### src/rtl/bmp_pixel_streamer_if.sv
// rtl/bmp_pixel_streamer_if.sv - byte-in / word-out bundle for the BMP pixel streamer
interface bmp_pixel_streamer_if;
    logic        start;
    logic        in_valid;
    logic [7:0]  in_data;
    logic        in_ready;
    logic        wr_en;
    logic [31:0] out_word;
    logic        frame_done;
    logic        hdr_err;

    modport master (
        output start, in_valid, in_data,
        input  in_ready, wr_en, out_word, frame_done, hdr_err
    );

    modport slave (
        input  start, in_valid, in_data,
        output in_ready, wr_en, out_word, frame_done, hdr_err
    );
endinterface

### src/rtl/bmp_pixel_streamer.sv
// rtl/bmp_pixel_streamer.sv - 24-bit BMP byte-stream parser emitting {byte, index} words
module bmp_pixel_streamer #(
    parameter int WIDTH  = 100,
    parameter int HEIGHT = 100,
    parameter int BPP    = 24
) (
    input  logic                  CLOCK_50,
    input  logic                  reset_n,
    bmp_pixel_streamer_if.slave   bus
);
    localparam int RB = 3 * WIDTH;
    localparam int RS = ((RB + 3) / 4) * 4;
    localparam int CW = $clog2(RS + 1);
    localparam int RW = $clog2(HEIGHT + 1);

    localparam logic [2:0] S_IDLE = 3'd0;
    localparam logic [2:0] S_HDR  = 3'd1;
    localparam logic [2:0] S_SKIP = 3'd2;
    localparam logic [2:0] S_PIX  = 3'd3;
    localparam logic [2:0] S_PAD  = 3'd4;
    localparam logic [2:0] S_DONE = 3'd5;
    localparam logic [2:0] S_ERR  = 3'd6;

    logic [2:0]    state;
    logic [31:0]   fcnt;
    logic [23:0]   idx;
    logic [CW-1:0] col;
    logic [RW-1:0] row;
    logic [7:0]    magic0, magic1;
    logic [31:0]   off, wid, hgt;
    logic [15:0]   bpp;
    logic          wr_en_q, frame_done_q, hdr_err_q;
    logic [31:0]   out_word_q;
    logic          in_ready;
    logic          acc;
    logic          hdr_ok;

    assign in_ready = ((state == S_HDR) || (state == S_SKIP) ||
                       (state == S_PIX) || (state == S_PAD)) && !bus.start;
    assign acc      = bus.in_valid && in_ready;

    assign hdr_ok = (magic0 == 8'h42) && (magic1 == 8'h4D) &&
                    (wid == 32'(WIDTH)) && (hgt == 32'(HEIGHT)) &&
                    (bpp == 16'(BPP)) &&
                    (off >= 32'd54) && (off < 32'd65536);

    assign bus.in_ready   = in_ready;
    assign bus.wr_en      = wr_en_q;
    assign bus.out_word   = out_word_q;
    assign bus.frame_done = frame_done_q;
    assign bus.hdr_err    = hdr_err_q;

    always_ff @(posedge CLOCK_50) begin
        if (!reset_n) begin
            state        <= S_IDLE;
            fcnt         <= '0;
            idx          <= '0;
            col          <= '0;
            row          <= '0;
            magic0       <= '0;
            magic1       <= '0;
            off          <= '0;
            wid          <= '0;
            hgt          <= '0;
            bpp          <= '0;
            wr_en_q      <= 1'b0;
            out_word_q   <= '0;
            frame_done_q <= 1'b0;
            hdr_err_q    <= 1'b0;
        end else begin
            wr_en_q <= 1'b0;
            if (bus.start) begin
                state        <= S_HDR;
                fcnt         <= '0;
                idx          <= '0;
                col          <= '0;
                row          <= '0;
                frame_done_q <= 1'b0;
                hdr_err_q    <= 1'b0;
            end else begin
                if (state == S_DONE)
                    frame_done_q <= 1'b1;
                if (acc) begin
                    if (fcnt != '1)
                        fcnt <= fcnt + 32'd1;
                    case (state)
                        S_HDR: begin
                            // fcnt stays below 54 in this state, so the low bits select the field
                            case (fcnt[5:0])
                                6'd0:  magic0      <= bus.in_data;
                                6'd1:  magic1      <= bus.in_data;
                                6'd10: off[7:0]    <= bus.in_data;
                                6'd11: off[15:8]   <= bus.in_data;
                                6'd12: off[23:16]  <= bus.in_data;
                                6'd13: off[31:24]  <= bus.in_data;
                                6'd18: wid[7:0]    <= bus.in_data;
                                6'd19: wid[15:8]   <= bus.in_data;
                                6'd20: wid[23:16]  <= bus.in_data;
                                6'd21: wid[31:24]  <= bus.in_data;
                                6'd22: hgt[7:0]    <= bus.in_data;
                                6'd23: hgt[15:8]   <= bus.in_data;
                                6'd24: hgt[23:16]  <= bus.in_data;
                                6'd25: hgt[31:24]  <= bus.in_data;
                                6'd28: bpp[7:0]    <= bus.in_data;
                                6'd29: bpp[15:8]   <= bus.in_data;
                                default: ;
                            endcase
                            if (fcnt == 32'd53) begin
                                if (!hdr_ok) begin
                                    state     <= S_ERR;
                                    hdr_err_q <= 1'b1;
                                end else if (off > 32'd54) begin
                                    state <= S_SKIP;
                                end else begin
                                    state <= S_PIX;
                                end
                            end
                        end
                        S_SKIP: begin
                            if (fcnt == off - 32'd1)
                                state <= S_PIX;
                        end
                        S_PIX: begin
                            wr_en_q    <= 1'b1;
                            out_word_q <= {bus.in_data, idx};
                            idx        <= idx + 24'd1;
                            if (col == CW'(RB - 1)) begin
                                if (row == RW'(HEIGHT - 1)) begin
                                    state <= S_DONE;
                                end else if (RS > RB) begin
                                    col   <= CW'(RB);
                                    state <= S_PAD;
                                end else begin
                                    col <= '0;
                                    row <= row + RW'(1);
                                end
                            end else begin
                                col <= col + CW'(1);
                            end
                        end
                        S_PAD: begin
                            // col keeps counting through the stride so pad length needs no extra counter
                            if (col == CW'(RS - 1)) begin
                                col   <= '0;
                                row   <= row + RW'(1);
                                state <= S_PIX;
                            end else begin
                                col <= col + CW'(1);
                            end
                        end
                        default: ;
                    endcase
                end
            end
        end
    end
endmodule

### src/flat_wrapper.sv
// flat-port wrapper written by rule: the top's interface ports become plain ports
module bmp_pixel_streamer_flat 
#(
    parameter int WIDTH  = 100,
    parameter int HEIGHT = 100,
    parameter int BPP    = 24
)
  (CLOCK_50, reset_n, bus_start, bus_in_valid, bus_in_data, bus_in_ready, bus_wr_en, bus_out_word, bus_frame_done, bus_hdr_err);
  bmp_pixel_streamer_if bus_i ();
  input  logic CLOCK_50;
  input  logic reset_n;
  input wire logic [$bits(bus_i.start)-1:0] bus_start;
  input wire logic [$bits(bus_i.in_valid)-1:0] bus_in_valid;
  input wire logic [$bits(bus_i.in_data)-1:0] bus_in_data;
  output wire logic [$bits(bus_i.in_ready)-1:0] bus_in_ready;
  output wire logic [$bits(bus_i.wr_en)-1:0] bus_wr_en;
  output wire logic [$bits(bus_i.out_word)-1:0] bus_out_word;
  output wire logic [$bits(bus_i.frame_done)-1:0] bus_frame_done;
  output wire logic [$bits(bus_i.hdr_err)-1:0] bus_hdr_err;
  assign bus_i.start = bus_start;
  assign bus_i.in_valid = bus_in_valid;
  assign bus_i.in_data = bus_in_data;
  assign bus_in_ready = bus_i.in_ready;
  assign bus_wr_en = bus_i.wr_en;
  assign bus_out_word = bus_i.out_word;
  assign bus_frame_done = bus_i.frame_done;
  assign bus_hdr_err = bus_i.hdr_err;
  bmp_pixel_streamer #(.WIDTH(WIDTH), .HEIGHT(HEIGHT), .BPP(BPP)) u_core (.CLOCK_50(CLOCK_50), .reset_n(reset_n), .bus(bus_i));
endmodule
### config.mk
export PLATFORM = sky130hd
export DESIGN_NAME = bmp_pixel_streamer_flat
export DESIGN_NICKNAME = d
export VERILOG_FILES = /design/src/rtl/bmp_pixel_streamer_if.sv /design/src/rtl/bmp_pixel_streamer.sv /design/src/flat_wrapper.sv
export SDC_FILE = /design/constraint.sdc
export NUM_CORES = 1
export LEC_CHECK = 0
export ABC_CLOCK_PERIOD_IN_PS = 5050
export BUFFER_PORTS_ARGS = -buffer_cell sky130_fd_sc_hd__buf_2
export CORE_AREA = 2 2 206 147
export DETAILED_ROUTE_END_ITERATION = 7
export DIE_AREA = 0 0 208 149
export PLACE_DENSITY = 0.65
export SLEW_MARGIN = 20
export SYNTH_ARGS = -nofsm -noshare
export SYNTH_HDL_FRONTEND = slang
export SYNTH_SLANG_ARGS = --single-unit
### constraint.sdc
create_clock -name CLOCK_50 -period 5.05 [get_ports CLOCK_50]
set_input_delay 1.01 -clock CLOCK_50 [delete_from_list [all_inputs] [get_ports CLOCK_50]]
set_output_delay 1.01 -clock CLOCK_50 [all_outputs]
set_load 0.005 [all_outputs]
After elaboration in Yosys (flattened, before gate mapping) --
Cells that the tools add are included.
Storage, ports and cells: logic and storage cells 142, bits in registers 238, output and inout bits 36, input port bits 12
Operators by class: equal/unequal tests 42, bitwise operators 4, add/sub/neg operators 5, reductions and logical operators 43, muxes and demuxes 19, $lt $le $gt $ge 3
Operator list (count):
- $reduce_and 4->1 | 17
- $eq 32x7->1 const B | 2
- $eq 6x5->1 const B | 10
- $add 32x1->32 const B | 1
- $eq 32x32->1 | 1
- $eq 32x6->1 const B | 1
- $ge 32x6->1 const B | 1
- $gt 32x6->1 const B | 1
- $lt 32x17->1 const B | 1
- $ne 32x32->1 const B | 1
- $sub 32x1->32 const B | 1
- $mux 9 | 3
- $add 24x1->24 const B | 1
- $eq 6x4->1 const B | 4
- $mux 7 | 3
- $mux 3 | 6
- $ne 3x3->1 const B | 6
- $pmux 9 s2 | 1
- $eq 16x5->1 const B | 1
- $eq 8x7->1 const B | 2
- $pmux 7 s2 | 1
- $reduce_and 7->1 | 2
- $ne 2x2->1 const B | 6
- $pmux 3 s4 | 1
- other kinds (22) | 42

Longest topological paths before layout --
depth after elaboration 12, gate-level depth with buffers 11, depth with buffers taken out 10

Worst setup path before layout --
No wires, ideal clock.
path kind input-to-reg, from input port bus_in_valid, to register u_core.bpp[0], path slack 2.290 ns, stages 7, arrival 2.642 ns, buffers on the path 2, setup time 0.117 ns, data required time 4.933 ns, cell sequence nor4bb_1 and3_1 clkbuf_1 clkbuf_1 nand3_1 mux2i_1 nor2b_1
On the way: cells in the longest elaborated chain, start to end 2
Ends and longest elaborated chain:
- start: declaration | line flat_wrapper.sv:13 | input wire logic [$bits(bus_i.in_valid)-1:0] bus_in_valid;
- $logic_and 1x1->1 | line bmp_pixel_streamer.sv:40 | assign acc = bus.in_valid && in_ready;
- $reduce_and 4->1 (no source line)
- end signal: assignment | line bmp_pixel_streamer.sv:104 | 6'd28: bpp[7:0] <= bus.in_data;
- end: declaration | line bmp_pixel_streamer.sv:31 | logic [15:0] bpp;
Every way passes these cells. A chain may end at the register's enable or synchronous reset.

Final worst setup path --
from register u_core.off[16], to register u_core.state[0]
On the way: cells in the longest elaborated chain, start to end 8, elaborated cells on any way between the ends 15, classes of those cells add/sub: 1; order compare: 3; eq/ne: 2; mux: 6; reduce/logical: 3
Ends and longest elaborated chain:
- start: declaration | line bmp_pixel_streamer.sv:30 | logic [31:0] off, wid, hgt;
- start signal: assignment | line bmp_pixel_streamer.sv:94 | 6'd12: off[23:16] <= bus.in_data;
- parallel branches: the longest is 8 deep, another holds $sub 32x1->32
- end signal: assignment | line bmp_pixel_streamer.sv:73 | state <= S_HDR;
- end signal: assignment | line bmp_pixel_streamer.sv:110 | state <= S_ERR;
- end signal: assignment | line bmp_pixel_streamer.sv:113 | state <= S_SKIP;
- end: declaration | line bmp_pixel_streamer.sv:24 | logic [2:0] state;
Parallel ways; which one is timed is not known. The select of a mux whose other input is x is not followed.

==> key figures <==
Route
  • Drt first-iter violations: 721
  • DR vias/cell: 5.25
  • Drt wl/cell: 15.9 µm
  • 1st-pass router iterations: 7
  • Final ANT Viol Nets: 0
  • DRC: 0
  • Vias: 9204
  • Total Routed Length: 27900 µm

STA
  • Fmax: 0.309 GHz
  • Slew @ Worst Pin: 0.937 ns
  • Slew Viols, Final: 0
  • Post-Route Setup TNS: 0 ns
  • Rel. slew slack: 37.5%
  • Final worst-path cycle share: 64.1%
  • Setup violators final: 0
  • Final hold violations: 0
  • Layout Skew: 0.0157 ns
  • Tmin final: 3.23 ns
  • RSZ-0062 raised after global routing: false

Power and ir drop
  • Total net switching power: 0.840 mW
  • Comb pwr share: 2.6%
  • Power per cell area: 313 mW/mm²
  • Sequential fraction of design power: 48.6%
  • Total power: 3.88 mW
  • Internal power: 3.04 mW
  • Leakage: 4.41 nW
  • Switching portion of total power: 21.6%
  • Max rail drop VDD: 0.221 mV
  • Clock Power Share: 48.8%

Placed design
  • Placement Cell Area: 0.0115 mm²
  • Final Wtd Congestion: 0.902
  • Total placed cells including tap cells: 1706
  • Dpl hpwl: 18700 µm
  • Port Buffers: 47

Floorplanning
  • Initial Util: 38.0%
  • Core Area: 0.0293 mm²
  • Die height: 149 µm
  • Site Rows: 53
  • Die span in x: 208 µm
  • Die area: 0.0310 mm²
  • Ports: 48

Setup path
  • Reg-to-Reg Start: u_core.off[16]
  • Crit path max-delay family: simple AND/OR/NAND/NOR gates
  • Setup crit end: u_core.state[0]
  • Critical Path RT: 5.50 ns
  • Critical-path cell list: nor4_1, nand4_1, nor3_2, and4_1, o21ai_1, nor4_1, nand4b_1, a31oi_1
  • FF-to-FF path depth: 8
  • Max stage delay on crit path: 0.74 ns
  • Startpoint Class: flop
  • Most frequent CP cell: nor4_1
  • Slowest cell on crit path: nor4_1
  • Arrival time worst endpoint: 3.68 ns
  • Reg-to-reg slack, setup: 1.82 ns
  • Reg2reg end: u_core.state[0]
  • Worst setup path start: u_core.off[16]
  • WP depth: 8
  • Buf+Inv Stages, Crit Path: 0
  • Critical path capture point type: flop
  • CP Max Fanout: 9
  • Critical path type: reg2reg

GRT
  • Initial antenna violation count: 0
  • Tot GR Track Use: 17.8%
  • Global-route wire length before repair: 45800 µm
  • Largest net degree at the start of global routing: 110
  • Gr ovfl total: 0
  • Vias in the first global route: 8529

Synthesis
  • Synthesized flop and latch total: 238
  • Sequential share of the synthesized area: 42.7%
  • Post-synth cell types: 55
  • Syn avg cell area: 8.19 µm²
  • Dominant cells by area after synthesis: dfxtp_1 (43%), nand2_1 (11%), a21boi_0 (9.2%)
  • Async S/R FF share, synth: 0%
  • Primary FF master, synth: dfxtp_1
  • Syn_nets: 1381
  • Yosys warns: 0
  • Gate Count Post-Synth: 1361
  • Largest area contributor in the synthesized netlist: dfxtp_1
  • Post-Syn Area: 0.0112 mm²
  • Number of synthesized flops with an enable pin: 0
  • Top-area cell type share of the netlist area: 42.7%

Finish
  • Final Instance Count excl. Fillers: 1752
  • Area grow syn2layout: 11.2%
  • Share of layout cells above drive strength 1: 7.90%
  • Fin nets: 1368
  • Design area: 0.0124 mm²
  • Final core utilization: 42.3%
  • Antenna cells: 0

Min path
  • Hold Crit Class: reg2reg

CTS
  • Clk root buf: clkbuf_16
  • CTS Hold Buffers Added: 0
  • Total CTS buffers: 25
  • Latest clock arrival within the worst-skew pair: 0.53 ns
  • CTS tree: built
  • Clk sinks: 238
  • Setup Buffers After CTS: 0
  • Max Root-Sink Buffers: 3
  • Post-cts gate resize count: 0
  • Reg clk slew, reported paths: 0.06 ns
  • H-tree levels: 1

Job
  • Max Cap Viol: 0

Run status
  • Outcome: finished, final reports clean
## metrics by stage
step / setup WS, ns / hold slack (ns)
2_1_floorplan: 2.29 / 0.436
3_3_place_gp: 1.67 / 0.449
3_5_place_dp: 1.56 / 0.454
4_1_cts: 1.93 / 0.462
5_1_grt: 1.68 / 0.488
6_report: 1.82 / 0.458
## cell type report
cell class	count	area [µm²]
Clock buffer	37	751
Clock inverter	9	101
Timing Repair Buffer	51	268
Sequential cell	238	4760
Tap cell	385	482
Multi-Input combinational cell	1016	5970
Fill cell	2878	16900
Inverter	16	60.1
## cells in the final DEF (no fill, tap or decap), types with 26 or more instances in the layout
master | Yosys | layout
xor2_1 | 52 | 52
nand3_1 | 47 | 47
mux2i_1 | 32 | 32
dfxtp_1 | 238 | 238
nor3_1 | 26 | 26
nand4_1 | 31 | 31
buf_2 | 3 | 46
nor4_1 | 31 | 31
nor2b_1 | 28 | 28
xnor2_1 | 55 | 55
a21boi_0 | 136 | 136
nand2_1 | 317 | 317
nor2_1 | 108 | 108
## cells by family after synthesis
group	count (synthesis)	share of synthesized area [%]
simple gates	673	28.6
flops	238	42.7
compound gates	194	12.5
xor+xnor	107	8.40
buf+inv	107	3.77
mux	34	3.07
fa+ha+maj	8	0.898
## power groups by stage
| stage | Combinational [mW] | Clock, mW | Sequential (mW) |
|---|---|---|---|
| global placement | 0.101 | 0 | 1.93 |
| finish | 0.101 | 1.90 | 1.88 |
| CTS | 0.101 | 1.93 | 1.88 |
| detailed placement | 0.101 | 0 | 1.93 |
| global route | 0.109 | 2.01 | 1.88 |
| floorplan | 0.0710 | 0 | 1.92 |
## state kept, by name (all words and copies together), names as in the netlist, 9 cells and up
signal               cells
u_core.bus.out_word     32
u_core.fcnt             32
u_core.hgt              32
u_core.off              32
u_core.wid              32
u_core.idx              24
u_core.bpp              16
u_core.col               9
## synthesized netlist by cell type, types with 6 or more instances
cell,count
nand2_1,317
dfxtp_1,238
a21boi_0,136
nor2_1,108
clkbuf_1,86
xnor2_1,55
xor2_1,52
nand3_1,47
mux2i_1,32
nand4_1,31
nor4_1,31
nor2b_1,28
nor3_1,26
and3_1,25
a21oi_1,16
inv_1,16
o21ai_0,12
nor4b_1,9
ha_1,8
or3_1,7
and4_1,6
nand2b_1,6
nor4bb_1,6
## worst min-delay path, cell delays in order, from the launching register on
cell,delay [ns]
dfxtp_1,0.30
nand2_1,0.04
a21boi_0,0.06
## per-layer routing
layer  up-vias  track usage (%)  wire length, µm
li1       4581                -                -
met1      4368             27.1            14300
met2       220             26.0            11600
met3        35             3.31             1540
met4         0             3.44              440
met5         -                0                0
## worst min path at each step
| stage | start | endpoint | slack [ns] | cells after the start |
|---|---|---|---|---|
| global route | u_core.magic1[7] | u_core.magic1[7] | 0.49 | 2 |
| detailed placement | u_core.bus.out_word[1] | u_core.bus.out_word[1] | 0.45 | 2 |
| CTS | u_core.bus.out_word[1] | u_core.bus.out_word[1] | 0.46 | 2 |
| global placement | u_core.bus.out_word[26] | u_core.bus.out_word[26] | 0.45 | 2 |
| finish | u_core.bus.out_word[6] | u_core.bus.out_word[6] | 0.46 | 2 |
| floorplan | u_core.hgt[5] | u_core.hgt[5] | 0.44 | 2 |
(Power assumes the default switching activity.)
